File: config.mk
export PLATFORM = sky130hd
export DESIGN_NAME = present80_dec
export DESIGN_NICKNAME = d
export VERILOG_FILES = /design/src/rtl/present_pkg.sv /design/src/rtl/present_inv_perm.sv /design/src/rtl/present80_dec.sv
export SDC_FILE = /design/constraint.sdc
export NUM_CORES = 1
export LEC_CHECK = 0
export ABC_CLOCK_PERIOD_IN_PS = 8109
export BUFFER_PORTS_ARGS = -buffer_cell sky130_fd_sc_hd__buf_2
export CAP_MARGIN = 40
export CORE_ASPECT_RATIO = 1.75
export CORE_MARGIN = 3
export CORE_UTILIZATION = 58
export CTS_CLUSTER_DIAMETER = 30
export DETAILED_ROUTE_END_ITERATION = 8
export GPL_ROUTABILITY_DRIVEN = 0
export PLACE_DENSITY = 0.81
export SLEW_MARGIN = 20
export SYNTH_ARGS = -nofsm -noshare
export SYNTH_HDL_FRONTEND = slang
export SYNTH_SLANG_ARGS = --single-unit
File: constraint.sdc
create_clock -name clk -period 8.11 [get_ports clk]
set_input_delay 0.811 -clock clk [delete_from_list [all_inputs] [get_ports clk]]
set_output_delay 0.811 -clock clk [all_outputs]
set_load 0.02 [all_outputs]
File: src/rtl/present_pkg.sv
// Shared PRESENT constants, FSM encodings and S-box/key-schedule helpers
// (used by both the encryption and decryption cores).
package present_pkg;

   localparam int NROUNDS = 31;

   localparam logic [1:0] S_IDLE   = 2'd0;
   localparam logic [1:0] S_EXPAND = 2'd1;
   localparam logic [1:0] S_WHITEN = 2'd2;
   localparam logic [1:0] S_ROUND  = 2'd3;

   function automatic logic [3:0] sbox4(input logic [3:0] x);
      case (x)
         4'h0: sbox4 = 4'hC;  4'h1: sbox4 = 4'h5;  4'h2: sbox4 = 4'h6;  4'h3: sbox4 = 4'hB;
         4'h4: sbox4 = 4'h9;  4'h5: sbox4 = 4'h0;  4'h6: sbox4 = 4'hA;  4'h7: sbox4 = 4'hD;
         4'h8: sbox4 = 4'h3;  4'h9: sbox4 = 4'hE;  4'hA: sbox4 = 4'hF;  4'hB: sbox4 = 4'h8;
         4'hC: sbox4 = 4'h4;  4'hD: sbox4 = 4'h7;  4'hE: sbox4 = 4'h1;  4'hF: sbox4 = 4'h2;
         default: sbox4 = 4'h0;
      endcase
   endfunction

   function automatic logic [3:0] inv_sbox4(input logic [3:0] x);
      case (x)
         4'h0: inv_sbox4 = 4'h5;  4'h1: inv_sbox4 = 4'hE;  4'h2: inv_sbox4 = 4'hF;  4'h3: inv_sbox4 = 4'h8;
         4'h4: inv_sbox4 = 4'hC;  4'h5: inv_sbox4 = 4'h1;  4'h6: inv_sbox4 = 4'h2;  4'h7: inv_sbox4 = 4'hD;
         4'h8: inv_sbox4 = 4'hB;  4'h9: inv_sbox4 = 4'h4;  4'hA: inv_sbox4 = 4'h6;  4'hB: inv_sbox4 = 4'h3;
         4'hC: inv_sbox4 = 4'h0;  4'hD: inv_sbox4 = 4'h7;  4'hE: inv_sbox4 = 4'h9;  4'hF: inv_sbox4 = 4'hA;
         default: inv_sbox4 = 4'h0;
      endcase
   endfunction

   // forward key update: rotl 61, S-box on top nibble, round counter into [19:15]
   function automatic logic [79:0] key_fwd(input logic [79:0] k, input logic [4:0] rc);
      logic [79:0] t;
      t          = {k[18:0], k[79:19]};
      t[79:76]   = sbox4(t[79:76]);
      t[19:15]   = t[19:15] ^ rc;
      key_fwd    = t;
   endfunction

   function automatic logic [79:0] key_inv(input logic [79:0] k, input logic [4:0] rc);
      logic [79:0] t;
      t          = k;
      t[19:15]   = t[19:15] ^ rc;
      t[79:76]   = inv_sbox4(t[79:76]);
      key_inv    = {t[60:0], t[79:61]};
   endfunction

endpackage

File: src/rtl/present_inv_perm.sv
// Inverse PRESENT pLayer; pure wiring. The permutation is symmetric under
// bit-order reversal, so the same formula holds for MSB-first numbering.
module present_inv_perm (
   input  logic [0:63] din,
   output logic [0:63] dout
);

   for (genvar k = 0; k < 64; k++) begin : g_bit
      assign dout[k] = din[(k % 4) * 16 + k / 4];
   end

endmodule

File: src/rtl/present80_dec.sv
// Iterative PRESENT-80 decryption core, one round per clock.
// Optional K32 key cache: define PRESENT80_DEC_KEYCACHE_EN.
module present80_dec
   import present_pkg::*;
(
   input  logic         clk,
   input  logic         rst,
   input  logic         start,
   input  logic         new_key,
   input  logic [0:63]  ct_in,
   input  logic [79:0]  key_in,
   output logic [0:63]  pt_out,
   output logic         busy,
   output logic         done
);

   logic [1:0]  state_r;
   logic [4:0]  cnt_r;
   logic [0:63] st_r;
   logic [79:0] kr_r;
   logic [0:63] perm_s;
   logic [0:63] invs_s;
   logic [0:63] st_round_s;
   logic [79:0] kr_fwd_s;
   logic [79:0] kr_inv_s;

   present_inv_perm u_inv_perm (
      .din  (st_r),
      .dout (perm_s)
   );

   // inverse S-box layer, next round key and round result
   always_comb begin
      invs_s = '0;
      for (int j = 0; j < 16; j++) begin
         invs_s[4*j +: 4] = inv_sbox4(perm_s[4*j +: 4]);
      end
      kr_fwd_s   = key_fwd(kr_r, cnt_r);
      kr_inv_s   = key_inv(kr_r, cnt_r);
      st_round_s = invs_s ^ kr_inv_s[79:16];
   end

`ifdef PRESENT80_DEC_KEYCACHE_EN
   logic [79:0] cache_r;
   logic        cache_valid_r;

   // capture K32 when the forward expansion completes
   always_ff @(posedge clk or posedge rst) begin
      if (rst) begin
         cache_r       <= 80'd0;
         cache_valid_r <= 1'b0;
      end else if (state_r == S_EXPAND && cnt_r == 5'd31) begin
         cache_r       <= kr_fwd_s;
         cache_valid_r <= 1'b1;
      end else begin
         cache_r       <= cache_r;
         cache_valid_r <= cache_valid_r;
      end
   end
`else
   logic unused_new_key_s;
   assign unused_new_key_s = new_key;
`endif

   // control FSM and datapath registers
   always_ff @(posedge clk or posedge rst) begin
      if (rst) begin
         state_r <= S_IDLE;
         cnt_r   <= 5'd0;
         st_r    <= 64'd0;
         kr_r    <= 80'd0;
         pt_out  <= 64'd0;
         busy    <= 1'b0;
         done    <= 1'b0;
      end else begin
         done <= 1'b0;
         case (state_r)
            S_IDLE: begin
               if (start) begin
                  st_r  <= ct_in;
                  cnt_r <= 5'd1;
                  busy  <= 1'b1;
`ifdef PRESENT80_DEC_KEYCACHE_EN
                  if (!new_key && cache_valid_r) begin
                     kr_r    <= cache_r;
                     state_r <= S_WHITEN;
                  end else begin
                     kr_r    <= key_in;
                     state_r <= S_EXPAND;
                  end
`else
                  kr_r    <= key_in;
                  state_r <= S_EXPAND;
`endif
               end
            end
            S_EXPAND: begin
               kr_r <= kr_fwd_s;
               if (cnt_r == 5'd31) begin
                  state_r <= S_WHITEN;
               end else begin
                  cnt_r <= cnt_r + 5'd1;
               end
            end
            S_WHITEN: begin
               st_r    <= st_r ^ kr_r[79:16];
               cnt_r   <= 5'd31;
               state_r <= S_ROUND;
            end
            S_ROUND: begin
               st_r <= st_round_s;
               kr_r <= kr_inv_s;
               if (cnt_r == 5'd1) begin
                  pt_out  <= st_round_s;
                  done    <= 1'b1;
                  busy    <= 1'b0;
                  state_r <= S_IDLE;
               end else begin
                  cnt_r <= cnt_r - 5'd1;
               end
            end
            default: begin
               state_r <= S_IDLE;
               busy    <= 1'b0;
            end
         endcase
      end
   end

endmodule
Word level (Yosys, flattened, before mapping). Memories as Yosys holds them, arrays and structs flattened. Cells that the tools add are included.

Memories: 18. Bits in read-only memories: 1152. Output and inout port bits: 66. Register bits after elaboration: 217. Input port bits: 148.

Memory list: (no name shown) (depth 16, bits a word 4, read ports 1, clocked after Yosys merged registers in 0, write ports 0, line present_pkg.sv:23) `case (x)`; (no name shown) (depth 16, bits a word 4, read ports 1, clocked after Yosys merged registers in 0, write ports 0, line present_pkg.sv:23); (no name shown) (depth 16, bits a word 4, read ports 1, clocked after Yosys merged registers in 0, write ports 0, line present_pkg.sv:23); (no name shown) (depth 16, bits a word 4, read ports 1, clocked after Yosys merged registers in 0, write ports 0, line present_pkg.sv:23); (no name shown) (depth 16, bits a word 4, read ports 1, clocked after Yosys merged registers in 0, write ports 0, line present_pkg.sv:23); (no name shown) (depth 16, bits a word 4, read ports 1, clocked after Yosys merged registers in 0, write ports 0, line present_pkg.sv:23); 12 more memories.

Reductions and logical operators: 10. Bitwise gates (word level): 4. Mux-type cells: 17. Equal/unequal tests: 10. Add/subtract/negate cells: 2.

Operators by type and width (number): $pmux W80 S3 (1); $pmux W64 S3 (1); $xor A64 B64 Y64 (2); $mux W80 (1); $mux W64 (1); $pmux W5 S4 (1); $mux W5 (3); $ne A2 B2 Y1 const B (5); $xor A5 B5 Y5 (2); $reduce_and A3 Y1 (3); $pmux W2 S4 (1); $mux W2 (3); $reduce_and A2 Y1 (3); $reduce_bool A3 Y1 (2); $add A5 B1 Y5 const B (1); $eq A5 B1 Y1 const B (1); $eq A5 B5 Y1 const B (1); $sub A5 B1 Y5 const B (1); $eq A2 B2 Y1 const B (2); $mux W1 (4); $eq A2 B1 Y1 const B (1); $logic_not A2 Y1 (1); $pmux W1 S2 (1); $reduce_bool A2 Y1 (1).

Depth between registers and ports, before layout. Gate-level depths: netlist of the first run.

Depth after elaboration: 3. Mapped depth: 10. Gate-level depth less buffers: 7.

Modules after synthesis. A second synthesis of the first run with hierarchy kept.

Cells, all modules: 1733. Area total of the unflattened synthesis: 15573.7 µm².

By module, submodules not included: present80_dec (cells each 1669, area each 15093.2 µm², instances 1); present_inv_perm (cells each 64, area each 480.5 µm², instances 1).

Worst setup path after synthesis of the first run. No wires, ideal clock.

Path kind: flip-flop to flip-flop. Start point: register state_r[0]. End point: register st_r[38] in the netlist's numbering. Buffers on the path: 3. Stages on the path, launching flop included: 11. Arrival: 1.847 ns. Period minus slack after synthesis: 1.974 ns. Required time: 7.983 ns. Path slack: 6.136 ns. Cell sequence: dfrtp_1 -> inv_1 -> ha_1 -> nor2b_4 -> buf_6 -> or2_1 -> buf_4 -> buf_6 -> a221o_1 -> a21oi_1 -> a21oi_1.

Cells in the longest elaborated chain, start to end: 3. Elaborated cells on any way between the ends: 7. Those cells by class: eq/ne (3); mux (1); reduce/logical (3).

Ends and longest elaborated chain: start: declaration (line present80_dec.sv:17) `logic [1:0] state_r;`; start signal: assignment (line present80_dec.sv:68) `state_r <= S_IDLE;`; start signal: assignment (line present80_dec.sv:93) `state_r <= S_EXPAND;`; start signal: assignment (line present80_dec.sv:100) `state_r <= S_WHITEN;`; $eq A2 B2 Y1 / $logic_not A2 Y1 (equally long branches) (line present80_dec.sv:77) `case (state_r)`; $reduce_bool A3 Y1 (no source line) / $ne A2 B2 Y1 (equally long branches); $reduce_and A2 Y1 (no source line); end signal: assignment (line present80_dec.sv:80) `st_r <= ct_in;`; end signal: assignment (line present80_dec.sv:106) `st_r <= st_r ^ kr_r[79:16];`; end signal: assignment (line present80_dec.sv:111) `st_r <= st_round_s;`; end: declaration (line present80_dec.sv:19) `logic [0:63] st_r;`.

Several ways; a longest one is shown, not always the timed one. A chain may end at the register's enable or synchronous reset.

Worst setup path in the final report of the first run.
Start point: register state_r[0]. End point: register pt_out[59] in the netlist's numbering.

Cells in the longest elaborated chain, start to end: 2.

Ends and longest elaborated chain: $eq A2 B2 Y1 (line present80_dec.sv:77); $reduce_and A2 Y1 (no source line); end signal: assignment (line present80_dec.sv:114) `pt_out <= st_round_s;`; end: declaration (line present80_dec.sv:12) `output logic [0:63] pt_out,`.

Every way passes these cells.

==> results of run 1 <==
[stage by stage]
step                cell area (um^2)  instances  util (%)  setup WS, ps
global route                   17300       2119      68.5          5050
detailed placement             16100       2058      63.7          4940
finish                         17300       2119      68.5          5190
CTS                            17300       2118      68.4          4920
floorplan                      14900       1644         -          1360
global placement               15900       2052      63.1          4940
[registers in the layout, indices dropped and copies added, names as in the netlist]
signal / count
kr_r: 80
st_r: 64
state_r: 2
done: 1
busy: 1
pt_out: 64
cnt_r: 5
[critical path: stages (launching register included)]
cell and delay, ps:
dfrtp_1 430, ha_4 520, buf_4 480, nand3_2 100, buf_4 310, inv_2 450, mux2_2 400
[layout make-up]
cell class / count / share of cell area, %
clock inverter: 23 / 1.60
inverter: 85 / 1.89
sequential: 217 / 31.4
clock buffer: 37 / 5.35
timing repair buffer: 231 / 7.69
multi-input combinational: 1210 / 49.8
tap: 316 / 2.29
[cell usage in the layout, fill, tap and decap left out, drive strengths merged, types with 7 or more instances in the layout]
cell type    n
nand2      245
buf        231
dfrtp      217
nor2       143
ha         118
o21ai      103
inv         91
a21oi       86
xor2        67
a22oi       64
a31oi       63
xnor2       54
a221oi      46
clkbuf      37
mux4        34
a221o       31
mux2i       20
mux2        20
nor3        20
a211oi      19
a32oi       18
and2        14
o211ai      10
clkinv       9
o21a         7
[logic make-up after synthesis]
group,count (synthesis)
adders and majority gates,118
xor gates and xnor gates,121
and+or+nand+nor,434
AOI/OAI and AO/OA,463
buffers and inverters,217
muxes,74
DFF,217
[layer usage]
layer,GRT usage (%),wire [um],up-vias
li1,-,-,6092
met3,6.99,5350,268
met5,0,0,-
met1,42.5,17200,6663
met2,56.9,23400,1021
met4,31.6,5530,0
[cells in the mapped netlist (all sizes together)]
library cell / number
nand2: 245
dfrtp: 217
nor2: 143
ha: 118
o21ai: 103
a21oi: 86
inv: 85
clkbuf: 80
xor2: 67
a22oi: 64
a31oi: 63
xnor2: 54
buf: 52
a221oi: 46
mux4: 34
a221o: 31
mux2: 20
mux2i: 20
nor3: 20
a211oi: 19
a32oi: 18
and2: 14
o211ai: 10
o21a: 7
and3: 4
a22o: 3
nand3: 3
a2111oi: 2
a21o: 2
a32o: 2
nor2b: 2
nor3b: 2
o221ai: 2
o311a: 2
o31ai: 2
o22ai: 1
or2: 1
[worst min path at each step]
stage | endpoint | slack, ps
6_report | pt_out[25] | 310
5_1_grt | pt_out[58] | 350
4_1_cts | pt_out[25] | 320
3_5_place_dp | pt_out[34] | 460
3_3_place_gp | pt_out[3] | 450
2_1_floorplan | st_r[43] | 500
==> impl_metrics.toml, run 1 <==
[timing]
period_share_pct = 36.0
worst_pin_slew_ps = 896
rsz0062_at_grt = "false"
tns_ps = 0
finalMaxSlewViolations = 0
layout_min_cycle_time_ps = 2920
hold_viol = 0
fin_skew_ps = 15.0
maxSlewHeadroom_pct = 40.2
hold_slack_ps = 314
fmax_mhz = 342
setup_viol = 0

[yosys]
synth_cell_type_count = 44
synth_area_mm2 = 0.0149
ys_seq_area_share_pct = 36.5
synth_top_family_by_area = "compound AO/OA/AOI/OAI gates"
ys_seq_elements = 217
synth_mux_area_share_pct = 8.00
yosys_warnings = 0
syn_avg_cell_area_um2 = 9.06
syn-instance-count = 1644
synth_xor_area_share_pct = 7.12
synth_largest_area_cell = "dfrtp_1"
synth_compound_area_share_pct = 20.8
synth_nets = 1910
synthTopCellsByArea = "dfrtp_1, ha_1, nand2_1"
yosys.area_share.adder_pct = 9.92
yosys.area.top_type_share_pct = 36.5
synthSimpleGateAreaFrac_pct = 11.7

[routing]
first_iter_violations = 2102
vias = 14000
firstDrtPassIters = 6
drc = 0
ant_nets = 0
viasPerCell = 6.63
wl_um = 51500
wl_per_cell_um = 24.3

[worst_setup_path]
start_kind = "register"
r2r_start = "state_r[0]"
endpoint = "pt_out[59]"
crit_path_end_kind = "register"
r2r_cells = 6
r2r-end = "pt_out[59]"
reg2reg_setup_slack_ps = 5190
critPathMaxFanout = 68
cp.arrival_ps = 3330
required_ps = 8520
path_class = "register to register"
cp-startpoint = "state_r[0]"

[final_layout]
multi_input_area_mm2 = 0.00862
seq_area_mm2 = 0.00543
fin_nets = 2045
drive_above_1_share_pct = 19.9
syn2layout_area_growth_pct = 16.2
fill_cells = 1962
antenna_cells = 0

[clocking]
cts_tree = "built"
cts_resized = 0
insertion_delay_ps = 530
clk_path_buf_depth = 3
hold_buffers = 0
clkSinkCount = 217
postCtsSetupBuffers = 0
cts_buffers = 34
ctsHtreeMaxLevel = 2
path_clk_slew_ps = 60
clockRootBuffer = "clkbuf_16"

[floorplan]
core_area_mm2 = 0.0252
die-area_mm2 = 0.0277
die_width_um = 127
die_h_um = 218
initial_core_util_pct = 59.0
io_pins = 214
rows = 77

[run]
cap_violations = 0

[grt]
grt_max_degree = 90
antenna_found_initial = 0
track_usage_pct = 36.4
gr-total-overflow = 0
first_global_vias = 13700
grt_pass1_wl_um = 77700

[place]
dp_hpwl_um = 37000
io_buffers = 212

[outcome]
outcome = "complete, no violations"

[worst_hold_path]
hold_class = "input pin to asynchronous set/reset pin"
Power of run 1 is not shown: default switching activity piles up to over one toggle a cycle in this logic, so the estimate is an artifact.
==> run 2, diff against run 1 <==
- ABC_CLOCK_PERIOD_IN_PS: 8109 -> 2400
- CORE_UTILIZATION: 58 -> 53
- PLACE_DENSITY: 0.81 -> 0.78
- clock period: 8.11 -> 2.4 ns (I/O delays scaled with it)
==> run 2 against run 1 <==
  * Routed wire length grew 4.1%
  * Non-clock buffer count grew 100
  * Critical path depth grew 2
  * Critical path type unchanged
==> impl_metrics.toml, run 2 (same netlist as run 1, synthesis figures left out) <==
[clocking]
ctsHtreeMaxLevel = 1
clockRootBuffer = "clkbuf_16"
path_clk_slew_ps = 60
cts_buffers = 31
insertion_delay_ps = 570
postCtsSetupBuffers = 0
cts_tree = "built"
clkSinkCount = 217
clk_path_buf_depth = 3

[final_layout]
antenna_cells = 0
largest-register = "kr_r"
final_common_cell = "nand2_1"
fin_area_mm2 = 0.0182
fin_nets = 2142
syn2layout_area_growth_pct = 22.2
drive_above_1_share_pct = 20.4
final_cell_mix = "nand2_1, dfrtp_1, buf_2"
largest_register_ffs = 80
largestRegisters = "kr_r x80, pt_out x64, st_r x64"

[run]
cap_violations = 0

[timing]
period_share_pct = 95.3
setup_viol = 0
rsz0062_at_grt = "false"
layout_min_cycle_time_ps = 2290
maxSlewHeadroom_pct = 48.0
fin_skew_ps = 10.2
worst_pin_slew_ps = 780
fmax_mhz = 437
finalMaxSlewViolations = 0
hold_viol = 0
tns_ps = 0

[worst_setup_path]
path_class = "register to register"
critPathMaxFanout = 42
cp.arrival_ps = 2710
crit_path_end_kind = "register"
start_kind = "register"
required_ps = 2820

[routing]
ant_nets = 0
firstDrtPassIters = 5
first_iter_violations = 1946
drc = 0
vias = 14400
wl_per_cell_um = 23.6
viasPerCell = 6.34
wl_um = 53600

[grt]
antenna_found_initial = 0
gr-total-overflow = 0
grt_max_degree = 121
grt_pass1_wl_um = 82000
track_usage_pct = 34.7
first_global_vias = 14300

[floorplan]
io_pins = 214
die_h_um = 228
initial_core_util_pct = 54.3
die-area_mm2 = 0.0302
rows = 80
die_width_um = 133
core_area_mm2 = 0.0274

[worst_hold_path]
hold_class = "input pin to register"

[place]
dp_hpwl_um = 38600
place_area_mm2 = 0.0164
io_buffers = 212

[outcome]
outcome = "complete, no violations"
==> run 2: changes by cell type in the layout (fill, tap and decap cells not counted), sizes merged <==
cell         change
dlygate4sd3     +71
bufinv           -2
clkbuf           -4
clkinvlp         -2
clkinv           -1
inv              +7
buf             +29
==> run 2: per-stage QoR <==
| stage | hold slack (ps) | instances | util [%] | setup WS [ps] |
|---|---|---|---|---|
| floorplan | 388 | 1644 | - | -666 |
| global placement | 239 | 2141 | 59.9 | 190 |
| detailed placement | 239 | 2141 | 59.9 | 154 |
| CTS | 0.153 | 2270 | 66.4 | 119 |
| global route | 0.0766 | 2270 | 66.4 | 40.9 |
| finish | 9.28 | 2270 | 66.4 | 113 |
==> run 2: what timing repair did <==
action | 4_1_cts | 5_1_grt
endpoints found under the hold margin | 78 | 0
hold buffers | 71 | 0
resized for setup | 0 | 1
endpoints found under the setup margin | 0 | 1
==> run 2: path summary, 6_finish.rpt <==
| check | slack, ps | cells past startpoint | startpoint | endpoint |
|---|---|---|---|---|
| worst max-delay path | 110 | 8 | state_r[0] | st_r[53] |
| worst min-delay path | 9 | 3 | ct_in[43] | st_r[43] |
| worst max register to register | 110 | 8 | state_r[0] | st_r[53] |
| worst min register to register | 470 | 2 | pt_out[20] | pt_out[20] |
| max in group asynchronous | 1300 | 4 | rst | pt_out[60] |
| min in group asynchronous | 200 | 3 | rst | st_r[16] |
==> run 2: layer usage <==
metal | GRT usage [%] | routed length (um) | vias to the layer above
met3 | 6.17 | 5370 | 259
met5 | 0 | 0 | -
li1 | - | - | 6285
met1 | 40.4 | 17700 | 6821
met4 | 31.0 | 6040 | 0
met2 | 54.4 | 24500 | 1028
==> run 2: final cells by class <==
class / instances / area (um^2)
Sequential cell: 217 / 5430
Clock inverter: 25 / 260
Clock buffer: 33 / 803
Tap cell: 369 / 462
Timing Repair Buffer: 331 / 2310
Inverter: 85 / 323
Fill cell: 2167 / 9220
Multi-Input combinational cell: 1210 / 8620
==> run 2: critical path, stage by stage, from the launching register on <==
cell and delay [ps]:
dfrtp_2 410, inv_1 120, ha_1 230, nor2b_4 130, or2_2 400, buf_12 230
buf_12 170, a221oi_1 270, a22oi_1 150
Power of run 2 is left out for the same reason.
